<file path="src/rtl/vga_timing_gen.sv">
// ---------------------------------------------------------------------------
// vga_timing_gen
//
// Parametrised VGA/DVI raster timing generator running entirely on the system
// clock. An integer clock-enable divider produces pix_en once every CLK_DIV
// clocks; the horizontal/vertical counters advance only on those edges.
//
// Optional feature macro: VGA_FRAME_COUNT_EN
//   When defined, adds a 16-bit wrapping frame counter output (frame_count)
//   that increments on the same edge that asserts frame_start.
//
// Ports
//   clk          in   system clock
//   reset        in   asynchronous, active-high reset
//   enable       in   run; 0 freezes divider, counters and all outputs
//   pix_en       out  one-clock pulse per pixel period
//   hsync        out  horizontal sync, active level HSYNC_POL
//   vsync        out  vertical sync, active level VSYNC_POL
//   de           out  1 only inside the active area
//   pixel_x      out  horizontal count, 0..H_TOTAL-1
//   pixel_y      out  vertical count, 0..V_TOTAL-1
//   line_start   out  one-clock pulse when pixel_x becomes 0
//   frame_start  out  one-clock pulse when pixel_x and pixel_y become 0
//   frame_count  out  (VGA_FRAME_COUNT_EN only) frames started since reset
// ---------------------------------------------------------------------------
module vga_timing_gen #(
    parameter int H_ACTIVE  = 640,
    parameter int H_FRONT   = 16,
    parameter int H_SYNC    = 96,
    parameter int H_BACK    = 48,
    parameter int V_ACTIVE  = 480,
    parameter int V_FRONT   = 10,
    parameter int V_SYNC    = 2,
    parameter int V_BACK    = 33,
    parameter int CLK_DIV   = 4,
    parameter int HSYNC_POL = 0,
    parameter int VSYNC_POL = 0,
    parameter int CW        = 11
) (
    input  logic          clk,
    input  logic          reset,
    input  logic          enable,
    output logic          pix_en,
    output logic          hsync,
    output logic          vsync,
    output logic          de,
    output logic [CW-1:0] pixel_x,
    output logic [CW-1:0] pixel_y,
    output logic          line_start,
    output logic          frame_start
`ifdef VGA_FRAME_COUNT_EN
    ,
    output logic [15:0]   frame_count
`endif
);

    localparam int H_TOTAL = H_ACTIVE + H_FRONT + H_SYNC + H_BACK;
    localparam int V_TOTAL = V_ACTIVE + V_FRONT + V_SYNC + V_BACK;
    localparam int DW      = (CLK_DIV > 1) ? $clog2(CLK_DIV) : 1;

    localparam logic [DW-1:0] DIV_LAST = DW'(CLK_DIV - 1);
    localparam logic [CW-1:0] X_LAST   = CW'(H_TOTAL - 1);
    localparam logic [CW-1:0] Y_LAST   = CW'(V_TOTAL - 1);
    localparam logic [CW-1:0] X_ACT    = CW'(H_ACTIVE);
    localparam logic [CW-1:0] Y_ACT    = CW'(V_ACTIVE);
    localparam logic [CW-1:0] HS_BEG   = CW'(H_ACTIVE + H_FRONT);
    localparam logic [CW-1:0] HS_END   = CW'(H_ACTIVE + H_FRONT + H_SYNC);
    localparam logic [CW-1:0] VS_BEG   = CW'(V_ACTIVE + V_FRONT);
    localparam logic [CW-1:0] VS_END   = CW'(V_ACTIVE + V_FRONT + V_SYNC);
    localparam logic          HS_ON    = (HSYNC_POL != 0);
    localparam logic          VS_ON    = (VSYNC_POL != 0);

    logic [DW-1:0] div;
    logic [CW-1:0] x_nxt;
    logic [CW-1:0] y_nxt;

    // pix_en is combinational so that it coincides with the edge that
    // advances the counters; gating with reset keeps it at 0 while reset is
    // held even when CLK_DIV=1 (divider permanently at its last value).
    always_comb begin
        pix_en = enable & ~reset & (div == DIV_LAST);
    end

    always_ff @(posedge clk or posedge reset) begin
        if (reset) begin
            div <= '0;
        end else if (enable) begin
            div <= (div == DIV_LAST) ? '0 : div + 1'b1;
        end
    end

    // Next raster position; equals the current one when no pixel edge.
    always_comb begin
        x_nxt = pixel_x;
        y_nxt = pixel_y;
        if (pix_en) begin
            if (pixel_x == X_LAST) begin
                x_nxt = '0;
                y_nxt = (pixel_y == Y_LAST) ? '0 : pixel_y + 1'b1;
            end else begin
                x_nxt = pixel_x + 1'b1;
            end
        end
    end

    // Sync/de/strobes are decoded from the next position so they load on the
    // same edge as the counters and stay aligned with pixel_x/pixel_y.
    always_ff @(posedge clk or posedge reset) begin
        if (reset) begin
            pixel_x     <= '0;
            pixel_y     <= '0;
            hsync       <= ~HS_ON;
            vsync       <= ~VS_ON;
            de          <= 1'b1;
            line_start  <= 1'b0;
            frame_start <= 1'b0;
        end else begin
            pixel_x     <= x_nxt;
            pixel_y     <= y_nxt;
            hsync       <= ((x_nxt >= HS_BEG) && (x_nxt < HS_END)) ? HS_ON : ~HS_ON;
            vsync       <= ((y_nxt >= VS_BEG) && (y_nxt < VS_END)) ? VS_ON : ~VS_ON;
            de          <= (x_nxt < X_ACT) && (y_nxt < Y_ACT);
            line_start  <= pix_en && (x_nxt == '0);
            frame_start <= pix_en && (x_nxt == '0) && (y_nxt == '0);
        end
    end

`ifdef VGA_FRAME_COUNT_EN
    always_ff @(posedge clk or posedge reset) begin
        if (reset) begin
            frame_count <= '0;
        end else if (pix_en && (x_nxt == '0) && (y_nxt == '0)) begin
            frame_count <= frame_count + 16'd1;
        end
    end
`endif

endmodule
</file>
<file path="config.mk">
export PLATFORM = sky130hd
export DESIGN_NAME = vga_timing_gen
export DESIGN_NICKNAME = d
export VERILOG_FILES = /design/src/rtl/vga_timing_gen.sv
export SDC_FILE = /design/constraint.sdc
export NUM_CORES = 1
export LEC_CHECK = 0
export ABC_AREA = 1
export BUFFER_PORTS_ARGS = -buffer_cell sky130_fd_sc_hd__buf_4
export CORE_MARGIN = 1.5
export CORE_UTILIZATION = 58
export DETAILED_ROUTE_END_ITERATION = 8
export PLACE_DENSITY = 0.87
export SLEW_MARGIN = 25
export SYNTH_ARGS = -nofsm -noshare
export SYNTH_HDL_FRONTEND = slang
export SYNTH_SLANG_ARGS = --single-unit
</file>
<file path="constraint.sdc">
create_clock -name clk -period 3.49 [get_ports clk]
set_clock_uncertainty 0.2 [all_clocks]
set_input_delay 0.5235 -clock clk [delete_from_list [all_inputs] [get_ports clk]]
set_output_delay 0.5235 -clock clk [all_outputs]
set_load 0.03 [all_outputs]
</file>
==> flow_summary_export.csv <==
group,metric,value,unit
detailed_routing,initialDrtViolationCount,144,
place,preCtsSetupSlack,1.21,ns
critical_path,path_class,"register to register",
clocking,htree_levels,2,
critical_path,critPathMaxFanout,13,
die,die_x,58.9,um
place,placedInstanceArea,2070,um2
logic_synthesis,synthDistinctLibCells,24,
cells_and_area,n_antenna_cell,0,
place,hpwl,2.93,mm
sta,worst_pin_slew,0.360,ns
sta,rsz0062_at_grt,"false",
place,io_buffers,30,
detailed_routing,viasPerCell,5.36,
clocking,clock-sinks,29,
min_path,min_path_type,"primary input to asynchronous set/reset pin",
pwr,p_comb_share,37.0,%
global_routing,grt_start_max_net_pins,30,
cells_and_area,drive_gt1_share,22.2,%
sta,finalCriticalPeriod,2.30,ns
cells_and_area,nets,294,
detailed_routing,wl_per_cell,12.1,um
critical_path,worstPathArrival,2.36,ns
sta,slew_headroom,76.0,%
logic_synthesis,syn-cell-area,1820,um2
die,initial_core_util,60.5,%
cells_and_area,area_growth,17.1,%
cells_and_area,final_design_area_no_fill,2130,um2
clocking,cts_resized,0,
clocking,post_cts_buffers,0,
die,dieHeight,58.9,um
logic_synthesis,yosysWarnings,0,
clocking,cts_root_buffer,"clkbuf_4",
outcome,status,"finished clean",
critical_path,crit_path_cell_trace,"ha_1 > nand2_2 > nor2_4 > nand2_2 > nor2_4 > nand2_1 > nand2_1 > nand2_1 > nand2_1 > nand2_1 > nor2_1 > nand3_1 > nor2_1",
pwr,p_seq_share,42.7,%
detailed_routing,num_vias,1721,
logic_synthesis,syn_nets,258,
clocking,ctsHoldBuffers,0,
detailed_routing,drc,0,
sta,final_hold_viol_count,0,
die,core,3000,um2
pwr,p_int,0.000614,W
die,num_rows,20,
detailed_routing,antenna_left,0,
pwr,swShare,40.9,%
sta,setup_viol,0,
pwr,ir_drop,0.000483,V
logic_synthesis,synth_edf_count,0,
flow_run,max_cap_violations,0,
sta,period_share,66.0,%
detailed_routing,drt_wl_total,3.88,mm
sta,worst_slack,1.19,ns
logic_synthesis,syn_avg_cell_area,7.23,um2
logic_synthesis,ys_seq_area_share,40.2,%
pwr,fin_total_pwr,0.00104,W
critical_path,critPathTopFamily,"simple AND/OR/NAND/NOR gates",
pwr,p_switching,0.000425,W
global_routing,antenna_found_initial,0,
critical_path,required,3.55,ns
clocking,cts_buffers,5,
critical_path,start_kind,"register",
logic_synthesis,async_flop_share,100,%
place,place.gp.congestion,0.897,
die,dieArea,3470,um2
pwr,cellLeakagePower,1.15,nW
logic_synthesis,synth-seq-cells,29,
global_routing,grtUsageTotal,26.3,%
critical_path,path_common_cell,"nand2_1",
clocking,clk_pin_slew,0.09,ns
logic_synthesis,synthFlopType,"dfrtp_1",
global_routing,grt_pass1_wl,6.68,mm
critical_path,endpoint_kind,"register",
logic_synthesis,syn_inst,251,
pwr,p_per_area,489,nW/um2
clocking,tritoncts,"done",
critical_path,crit_buf_inv,0,
global_routing,grt_pass1_vias,1594,
die,io_pins,31,
sta,finalSetupTns,0,ns
detailed_routing,drt_pass1_iterations,4,
global_routing,grt.overflow.total,0,
sta,fmax,434,MHz
critical_path,slowest_stage,"dfrtp_1",
pwr,clockPowerShare,20.4,%
clocking,clockBufferDepth,2,
critical_path,slowest_delay,0.38,ns
clocking,clock_latency,0.34,ns
cells_and_area,utilization,70.8,%
sta,maxSlewViolCount,0,
-- layout make-up --
class                           count  area, um2
Fill cell                         252        877
Multi-Input combinational cell    168        868
Sequential cell                    29        729
Timing Repair Buffer               31        233
Inverter                           52        195
Clock buffer                        8       58.8
Tap cell                           33       41.3
-- tightest hold or removal path, delay by kind of cell --
kind / cells / cell delay (ns)
buf+inv: 3 / 0.53
-- cells by family after synthesis --
kind of cell | Yosys count | share of synthesized area, %
adder cells (fa/ha/maj) | 4 | 2.76
multiplexers | 1 | 0.620
AND/OR/NAND/NOR | 150 | 40.0
buffers and inverters | 54 | 12.0
flip-flops | 29 | 40.2
AO/OA/AOI/OAI | 12 | 4.00
XOR/XNOR | 1 | 0.483
-- Yosys cell counts, types with 2 or more instances --
cell type	count	area (um2)
a21oi_1	2	10.0
buf_6	2	22.5
dfrtp_1	26	651
dfstp_2	3	78.8
ha_1	4	50.1
inv_1	50	188
inv_2	2	7.51
nand2_1	63	236
nand2_2	5	31.3
nand3_1	31	155
nand3_2	5	50.1
nand4_1	6	37.5
nor2_1	24	90.1
nor2_2	5	31.3
nor2_4	4	45.0
nor3_1	4	20.0
o21ai_0	4	20.0
o21bai_1	5	37.5
-- power by group through the flow --
stage	Sequential (W)	Clock [W]	Combinational, W
CTS	0.000443	0.000217	0.000385
detailed placement	0.000448	0	0.000381
global placement	0.000448	0	0.000378
floorplan	0.000517	0	0.000198
global route	0.000452	0.000231	0.000429
finish	0.000443	0.000212	0.000384
-- registers in the layout (all words and copies together), names as in the netlist --
signal / flops
pixel_x: 11
pixel_y: 11
div: 2
de: 1
frame_start: 1
hsync: 1
line_start: 1
vsync: 1
-- worst paths after layout --
check                       start           to  slack, ns  cells after the start
max in group asynchronous   reset        hsync       2.65                      3
max reg2reg                div[0]  frame_start       1.19                     13
max                        div[0]  frame_start       1.19                     13
min reg2reg                div[0]       div[0]       0.29                      1
min                         reset       div[1]       0.11                      3
min in group clk           enable       div[0]       0.19                      2
-- layout by cell type, fill, tap and decap left out, drive strengths merged --
master and instances:
nand3b 1, inv 52, ha 4, dfrtp 26
nor2 33, clkbuf 8, o21bai 5, nor3 5
a21oi 2, xor2 1, dfstp 3, o21ai 5
mux2 1, nand4 6, nand2 69, nand3 36
buf 31
-- metrics by stage --
step | instances | hold slack, ns
after floorplan | 251 | 0.251
after global placement | 313 | 0.273
after detailed placement | 313 | 0.275
after CTS | 321 | 0.117
after global routing | 321 | 0.153
final | 321 | 0.111
-- metal layers --
layer / part of all wire, % / GRT usage, % / wire (um)
met4: 3.5 / 14.6 / 137
met5: 0 / 0 / 0
met1: 42 / 32.2 / 1650
met2: 48 / 41.7 / 1880
met3: 5.6 / 7.47 / 217
Note: power is estimated with default switching activity, not from simulation.
